File: src/rtl/pipe_pkg.sv
// ---------------------------------------------------------------------------------------------
// pipe_pkg
// Shared types for the inter-stage pipeline registers of the competition core.
//   - pipe_state_e       : occupancy state of a pipe_stage_skid instance (empty / main / main+skid)
//   - id_ex_ctrl_t       : ID/EX control bundle layout (WB, MEM, EX and competition fields)
//   - IdExCtrlBubble     : no-op control word for ID/EX; every write enable and memory strobe is 0
//   - state_occupancy()  : number of entries held in a given state
// ---------------------------------------------------------------------------------------------
package pipe_pkg;

    typedef enum logic [1:0] {
        StEmpty = 2'd0,
        StOne   = 2'd1,
        StTwo   = 2'd2
    } pipe_state_e;

    // Field widths of the ID/EX control bundle.
    localparam int unsigned AluOpW    = 4;
    localparam int unsigned CompWeW   = 4;
    localparam int unsigned CompModeW = 6;
    localparam int unsigned CompTagW  = 8;

    typedef struct packed {
        // WB group
        logic                 reg_write;
        logic                 mem_to_reg;
        // MEM group
        logic                 mem_read;
        logic                 mem_write;
        logic                 branch;
        logic                 jump;
        // EX group
        logic                 reg_dst;
        logic                 alu_src;
        logic [AluOpW-1:0]    alu_op;
        logic                 shamt_sel;
        // Competition group
        logic                 sad_regfile_write;
        logic [CompWeW-1:0]   comp_we;
        logic [CompModeW-1:0] comp_mode;
        logic [CompTagW-1:0]  comp_tag;
    } id_ex_ctrl_t;

    localparam int unsigned IdExCtrlW = $bits(id_ex_ctrl_t);

    // A bubble must never write architectural state or touch memory; the remaining fields are
    // zeroed too so a bubble is easy to recognise in waveforms.
    localparam id_ex_ctrl_t IdExCtrlBubble = '{
        reg_write:         1'b0,
        mem_to_reg:        1'b0,
        mem_read:          1'b0,
        mem_write:         1'b0,
        branch:            1'b0,
        jump:              1'b0,
        reg_dst:           1'b0,
        alu_src:           1'b0,
        alu_op:            '0,
        shamt_sel:         1'b0,
        sad_regfile_write: 1'b0,
        comp_we:           '0,
        comp_mode:         '0,
        comp_tag:          '0
    };

    function automatic logic [1:0] state_occupancy(input pipe_state_e state);
        logic [1:0] occ;
        case (state)
            StEmpty: occ = 2'd0;
            StOne:   occ = 2'd1;
            StTwo:   occ = 2'd2;
            default: occ = 2'd0;
        endcase
        return occ;
    endfunction

endpackage

File: src/rtl/pipe_stage_skid.sv
// ---------------------------------------------------------------------------------------------
// pipe_stage_skid
// Inter-stage pipeline register (IF/ID, ID/EX, EX/MEM, MEM/WB) carrying a control bundle and a
// data payload with one cycle of latency, valid/ready flow control, an optional 2-entry skid
// buffer (registered in_ready, full throughput), a synchronous flush that turns the stage into a
// bubble, and a saturating stall-cycle counter.
//
// Parameters
//   DATA_W       payload width
//   CTRL_W       control bundle width
//   CTRL_BUBBLE  control value presented whenever out_valid is 0
//   SKID         1: main + skid entry, registered in_ready; 0: main only, combinational in_ready
//   CNT_W        width of stall_cnt
//
// Ports
//   clk        in   rising-edge clock
//   rst        in   asynchronous active-high reset
//   flush      in   synchronous squash of every held entry
//   in_valid   in   upstream entry valid
//   in_ready   out  stage accepts an entry this cycle
//   in_ctrl    in   upstream control bundle
//   in_data    in   upstream payload
//   out_valid  out  main entry valid
//   out_ready  in   downstream accepts the main entry
//   out_ctrl   out  main control, CTRL_BUBBLE when out_valid is 0
//   out_data   out  main payload (stable unless a new entry is loaded into main)
//   occupancy  out  number of held entries, 0..2
//   stall_cnt  out  cycles with out_valid && !out_ready, saturating at all-ones
// ---------------------------------------------------------------------------------------------
module pipe_stage_skid
    import pipe_pkg::*;
#(
    parameter int unsigned       DATA_W      = 128,
    parameter int unsigned       CTRL_W      = 32,
    parameter logic [CTRL_W-1:0] CTRL_BUBBLE = '0,
    parameter bit                SKID        = 1'b1,
    parameter int unsigned       CNT_W       = 16
) (
    input  logic              clk,
    input  logic              rst,
    input  logic              flush,
    input  logic              in_valid,
    output logic              in_ready,
    input  logic [CTRL_W-1:0] in_ctrl,
    input  logic [DATA_W-1:0] in_data,
    output logic              out_valid,
    input  logic              out_ready,
    output logic [CTRL_W-1:0] out_ctrl,
    output logic [DATA_W-1:0] out_data,
    output logic [1:0]        occupancy,
    output logic [CNT_W-1:0]  stall_cnt
);

    pipe_state_e       state_q, state_d;
    logic [CTRL_W-1:0] main_ctrl_q, main_ctrl_d;
    logic [DATA_W-1:0] main_data_q, main_data_d;
    logic [CTRL_W-1:0] skid_ctrl_q, skid_ctrl_d;
    logic [DATA_W-1:0] skid_data_q, skid_data_d;
    logic [CNT_W-1:0]  stall_cnt_q, stall_cnt_d;

    logic in_fire;
    logic out_fire;
    logic main_load;       // main takes a new entry this cycle
    logic main_from_skid;  // ...and that entry comes from the skid slot rather than the input
    logic skid_load;       // skid slot takes the input entry

    assign out_valid = (state_q != StEmpty);
    assign out_fire  = out_valid & out_ready;
    assign in_fire   = in_valid & in_ready;

    // ------------------------------------------------------------------------------------------
    // Occupancy state machine
    // ------------------------------------------------------------------------------------------
    always_comb begin : next_state
        state_d        = state_q;
        main_load      = 1'b0;
        main_from_skid = 1'b0;
        skid_load      = 1'b0;

        // Flush wins over everything; an out_fire in this cycle has already been sampled
        // downstream, and an in_fire is simply dropped.
        if (flush) begin
            state_d = StEmpty;
        end else begin
            case (state_q)
                StEmpty: begin
                    if (in_fire) begin
                        state_d   = StOne;
                        main_load = 1'b1;
                    end
                end
                StOne: begin
                    if (in_fire && out_fire) begin
                        main_load = 1'b1;
                    end else if (in_fire && SKID) begin
                        // Main is stalled, so the new entry parks behind it.
                        state_d   = StTwo;
                        skid_load = 1'b1;
                    end else if (out_fire) begin
                        state_d = StEmpty;
                    end
                end
                StTwo: begin
                    // in_ready is 0 here, so only the drain of main can happen.
                    if (out_fire) begin
                        state_d        = StOne;
                        main_load      = 1'b1;
                        main_from_skid = 1'b1;
                    end
                end
                default: begin
                    state_d = StEmpty;
                end
            endcase
        end
    end

    // ------------------------------------------------------------------------------------------
    // Entry registers
    // ------------------------------------------------------------------------------------------
    always_comb begin : entry_next
        main_ctrl_d = main_ctrl_q;
        main_data_d = main_data_q;
        skid_ctrl_d = skid_ctrl_q;
        skid_data_d = skid_data_q;

        if (flush) begin
            // Payloads are left as they are; only the control word is scrubbed.
            main_ctrl_d = CTRL_BUBBLE;
        end else if (main_load) begin
            if (main_from_skid) begin
                main_ctrl_d = skid_ctrl_q;
                main_data_d = skid_data_q;
            end else begin
                main_ctrl_d = in_ctrl;
                main_data_d = in_data;
            end
        end

        if (skid_load) begin
            skid_ctrl_d = in_ctrl;
            skid_data_d = in_data;
        end
    end

    // ------------------------------------------------------------------------------------------
    // Stall counter
    // ------------------------------------------------------------------------------------------
    always_comb begin : stall_next
        stall_cnt_d = stall_cnt_q;
        if (out_valid && !out_ready && (stall_cnt_q != {CNT_W{1'b1}})) begin
            stall_cnt_d = stall_cnt_q + CNT_W'(1);
        end
    end

    // ------------------------------------------------------------------------------------------
    // State flops
    // ------------------------------------------------------------------------------------------
    always_ff @(posedge clk or posedge rst) begin
        if (rst) begin
            state_q     <= StEmpty;
            main_ctrl_q <= CTRL_BUBBLE;
            main_data_q <= '0;
            skid_ctrl_q <= '0;
            skid_data_q <= '0;
            stall_cnt_q <= '0;
        end else begin
            state_q     <= state_d;
            main_ctrl_q <= main_ctrl_d;
            main_data_q <= main_data_d;
            skid_ctrl_q <= skid_ctrl_d;
            skid_data_q <= skid_data_d;
            stall_cnt_q <= stall_cnt_d;
        end
    end

    // ------------------------------------------------------------------------------------------
    // in_ready generation
    // ------------------------------------------------------------------------------------------
    if (SKID) begin : g_skid
        logic in_ready_q, in_ready_d;

        // The skid slot absorbs the one entry that can arrive while in_ready is still 1 from the
        // previous cycle, so in_ready only has to drop once both slots are full.
        assign in_ready_d = (state_d != StTwo);

        always_ff @(posedge clk or posedge rst) begin
            if (rst) begin
                in_ready_q <= 1'b1;
            end else begin
                in_ready_q <= in_ready_d;
            end
        end

        assign in_ready = in_ready_q;
    end else begin : g_no_skid
        // Main may be overwritten in the same cycle it drains.
        assign in_ready = ~out_valid | out_ready;
    end

    // ------------------------------------------------------------------------------------------
    // Outputs
    // ------------------------------------------------------------------------------------------
    assign out_ctrl  = out_valid ? main_ctrl_q : CTRL_BUBBLE;
    assign out_data  = main_data_q;
    assign occupancy = state_occupancy(state_q);
    assign stall_cnt = stall_cnt_q;

endmodule
File: config.mk
export PLATFORM = sky130hd
export DESIGN_NAME = pipe_stage_skid
export DESIGN_NICKNAME = d
export VERILOG_FILES = /design/src/rtl/pipe_pkg.sv /design/src/rtl/pipe_stage_skid.sv
export SDC_FILE = /design/constraint.sdc
export NUM_CORES = 1
export LEC_CHECK = 0
export CAP_MARGIN = 5
export CORE_ASPECT_RATIO = 0.8
export CORE_MARGIN = 2
export CORE_UTILIZATION = 54
export CTS_BUF_LIST = sky130_fd_sc_hd__clkbuf_4 sky130_fd_sc_hd__clkbuf_8 sky130_fd_sc_hd__clkbuf_16
export CTS_CLUSTER_SIZE = 24
export DETAILED_ROUTE_END_ITERATION = 10
export GPL_TIMING_DRIVEN = 0
export PLACE_DENSITY = 0.95
export SLEW_MARGIN = 0
export SYNTH_ARGS = -nofsm -noshare
export SYNTH_HDL_FRONTEND = slang
export SYNTH_SLANG_ARGS = --single-unit
File: constraint.sdc
create_clock -name clk -period 24.1 [get_ports clk]
set_input_delay 2.41 -clock clk [delete_from_list [all_inputs] [get_ports clk]]
set_output_delay 2.41 -clock clk [all_outputs]
set_load 0.02 [all_outputs]
==> flow_metrics.env <==
export IMPL_status="completed"
export IMPL_whs_path_depth=1
export IMPL_wl_mm=40.71
export IMPL_drtIter0Drc=570
export IMPL_io_buffer_count=343
export IMPL_final_hold_violation_count=0
export IMPL_hold_buffers=0
export IMPL_setup_tns_ns=0
export IMPL_track_usage=0.2847
export IMPL_ant_nets=0
export IMPL_path_buf_inv=3
export IMPL_worstMarginPinSlew_ns=0.7545
export IMPL_grt_max_degree=133
export IMPL_grt_pass1_vias=11459
export IMPL_row_count=53
export IMPL_clkLatencyLatePin_ns=0.50
export IMPL_ys_async_sr_fraction=1.000
export IMPL_final_cell_mix="343 x clkdlybuf4s50_1, 338 x dfrtp_1, 165 x nor2_1"
export IMPL_cp_startpoint="state_q[1]"
export IMPL_end_kind="output port"
export IMPL_cp_slowest_cell="clkdlybuf4s50_1"
export IMPL_first_pass_iters=5
export IMPL_cp_max_fo=10
export IMPL_synth_area_per_cell_sq_um=12.55
export IMPL_mappedNetlistNets=1333
export IMPL_final_util=0.7493
export IMPL_crit_reg2reg_launch="state_q[1]"
export IMPL_cts_max_level=2
export IMPL_ys_seq_area_frac=0.5792
export IMPL_yosysWarnings=0
export IMPL_vias=10930
export IMPL_die_area_sq_mm=0.02847
export IMPL_synth_cell_type_count=36
export IMPL_synth_top_area_share=0.5774
export IMPL_synth_seq_cells=339
export IMPL_die_w_um=188.1
export IMPL_start_util=0.5536
export IMPL_syn_cell_area_sq_mm=0.01465
export IMPL_rsz0062_at_grt="false"
export IMPL_io_pins=345
export IMPL_place_hpwl_mm=27.70
export IMPL_min_period_over_period=0.2117
export IMPL_clock_tree_buffer_depth=3
export IMPL_cp_required_ns=21.69
export IMPL_cts_tree="yes"
export IMPL_fin_nets=1715
export IMPL_crit_arrival_ns=2.69
export IMPL_relSlewSlack=0.4970
export IMPL_cp_depth=5
export IMPL_via_per_inst=5.657
export IMPL_drc_errors=0
export IMPL_synth_edf_count=0
export IMPL_antenna_found_initial=2
export IMPL_finalSetupViolCount=0
export IMPL_cts_sinks=339
export IMPL_area_growth_pct=35.35
export IMPL_min_from="skid_data_q[40]"
export IMPL_finalMaxSlewViolations=0
export IMPL_layout_commonest_cell="clkdlybuf4s50_1"
export IMPL_skew_ns=0.007921
export IMPL_holdCritPathClass="flop to flop"
export IMPL_max_stage_delay_ns=0.64
export IMPL_max_freq_mhz=196.0
export IMPL_root_buffer="clkbuf_16"
export IMPL_gp_congestion=0.8640
export IMPL_ctsResizeCount=0
export IMPL_synth_cells=1167
export IMPL_ys_flop_type="dfrtp_1"
export IMPL_p_per_area_mw_per_mm2=88.40
export IMPL_overflow=0
export IMPL_p_leak_nw=8.169
export IMPL_worst_setup_path_start_kind="flop"
export IMPL_die_y_um=151.3
export IMPL_irDropWorstVdd_v=0.00006466
export IMPL_clk_pin_slew_ns=0.06
export IMPL_synth_area_top_cells="dfrtp_1 58%, mux2_2 12%, mux2i_1 11%"
export IMPL_fill_cells=1593
export IMPL_path_class="flop to output port"
export IMPL_crit_top_cell="clkbuf_1"
export IMPL_cap_violations=0
export IMPL_reg2regPathDepth=5
export IMPL_fin_crit_ns=5.102
export IMPL_synth_top_area_cell="dfrtp_1"
export IMPL_grt_first_pass_wirelength_mm=63.07
export IMPL_postCtsSetupRepairBufs=0
export IMPL_drive_gt1_frac=0.1823
export IMPL_critical_path_top_delay_family="buffers and inverters"
export IMPL_cts_buffers=35
export IMPL_routedWlPerCell_um=21.07
export IMPL_coreArea_sq_mm=0.02646
export IMPL_cp_cell_sequence="or2_2 > clkbuf_1 > clkbuf_1 > and2_1 > clkdlybuf4s50_1"
[per-stage QoR]
step	instances	hold WS, ns	setup WS [ns]	area [sq um]	total power [mW]
2_1_floorplan	1167	0.4792	12.30	14650	0.9884
3_3_place_gp	1867	0.4855	8.557	18530	1.156
3_5_place_dp	1869	0.4930	19.12	18590	1.182
4_1_cts	1931	0.5063	19.03	19820	1.761
5_1_grt	1931	0.5119	18.86	19820	1.825
6_report	1932	0.5054	19.00	19830	1.753
[worst paths after layout]
check	end	slack (ns)
max	out_ctrl[26]	19.00
min	skid_data_q[40]	0.51
max reg2reg	skid_data_q[116]	21.65
min reg2reg	skid_data_q[40]	0.51
max in group asynchronous	skid_data_q[100]	20.60
min in group asynchronous	skid_data_q[43]	2.43
[sequential cells by signal, summed over array words and instances (netlist names)]
signal / flops
in_ready: 1
main_ctrl_q: 32
out_data: 128
skid_ctrl_q: 32
skid_data_q: 128
stall_cnt: 16
state_q: 2
[per-layer routing]
metal	wire, um	vias to the layer above	track usage
li1	-	4847	-
met5	12	-	0
met3	3713	101	0.08920
met4	1269	2	0.09409
met2	19970	486	0.4858
met1	15750	5494	0.3470
[worst reg2reg max path: cells and delay by family, from the launching register on]
family	cells	cell delay (ns)
mux	1	0.39
flops	1	0.50
buf+inv	2	1.00
simple gates	2	0.45
[synthesized netlist by cell type, drive strengths merged, types with 2 or more instances]
library cell    n
dfrtp         338
nor2          165
mux2          161
mux2i         160
a21oi         129
buf            56
a211oi         32
and2           32
clkbuf         24
xor2           11
nand3           7
nand4           7
nor3            7
nand2           6
nor4            6
xnor2           4
nor2b           3
inv             2
nand2b          2
o21a            2
or2             2
[power by group]
part | switching [mW] | internal [mW]
logic | 0.192 | 0.206
clock network | 0.220 | 0.350
registers | 0.0816 | 0.703
total | 0.494 | 1.26
[cells by family (layout without fill, tap and decap cells)]
group / after synthesis / count (layout) / share of synthesized area
DFF: 339 / 339 / 0.5792
other: 0 / 1 / 0
muxes: 321 / 321 / 0.2331
adders and majority gates: 1 / 1 / 0.0008541
buffers and inverters: 82 / 489 / 0.03972
xor gates and xnor gates: 15 / 15 / 0.008969
and+or+nand+nor: 244 / 244 / 0.07525
AOI/OAI and AO/OA: 165 / 165 / 0.06287
[area by class of cell]
class / count / area (sq um) / area share
antenna: 1 / 2.502 / 0.0001262
clock inverter: 9 / 125.1 / 0.006311
timing repair buffer: 345 / 3488 / 0.1759
multi-input combinational: 746 / 5582 / 0.2815
clock buffer: 53 / 1109 / 0.05591
sequential: 339 / 8484 / 0.4279
buffer: 80 / 574.3 / 0.02897
inverter: 2 / 15.01 / 0.0007573
tap: 357 / 446.7 / 0.02253
Power figures use the tool's default switching activity.
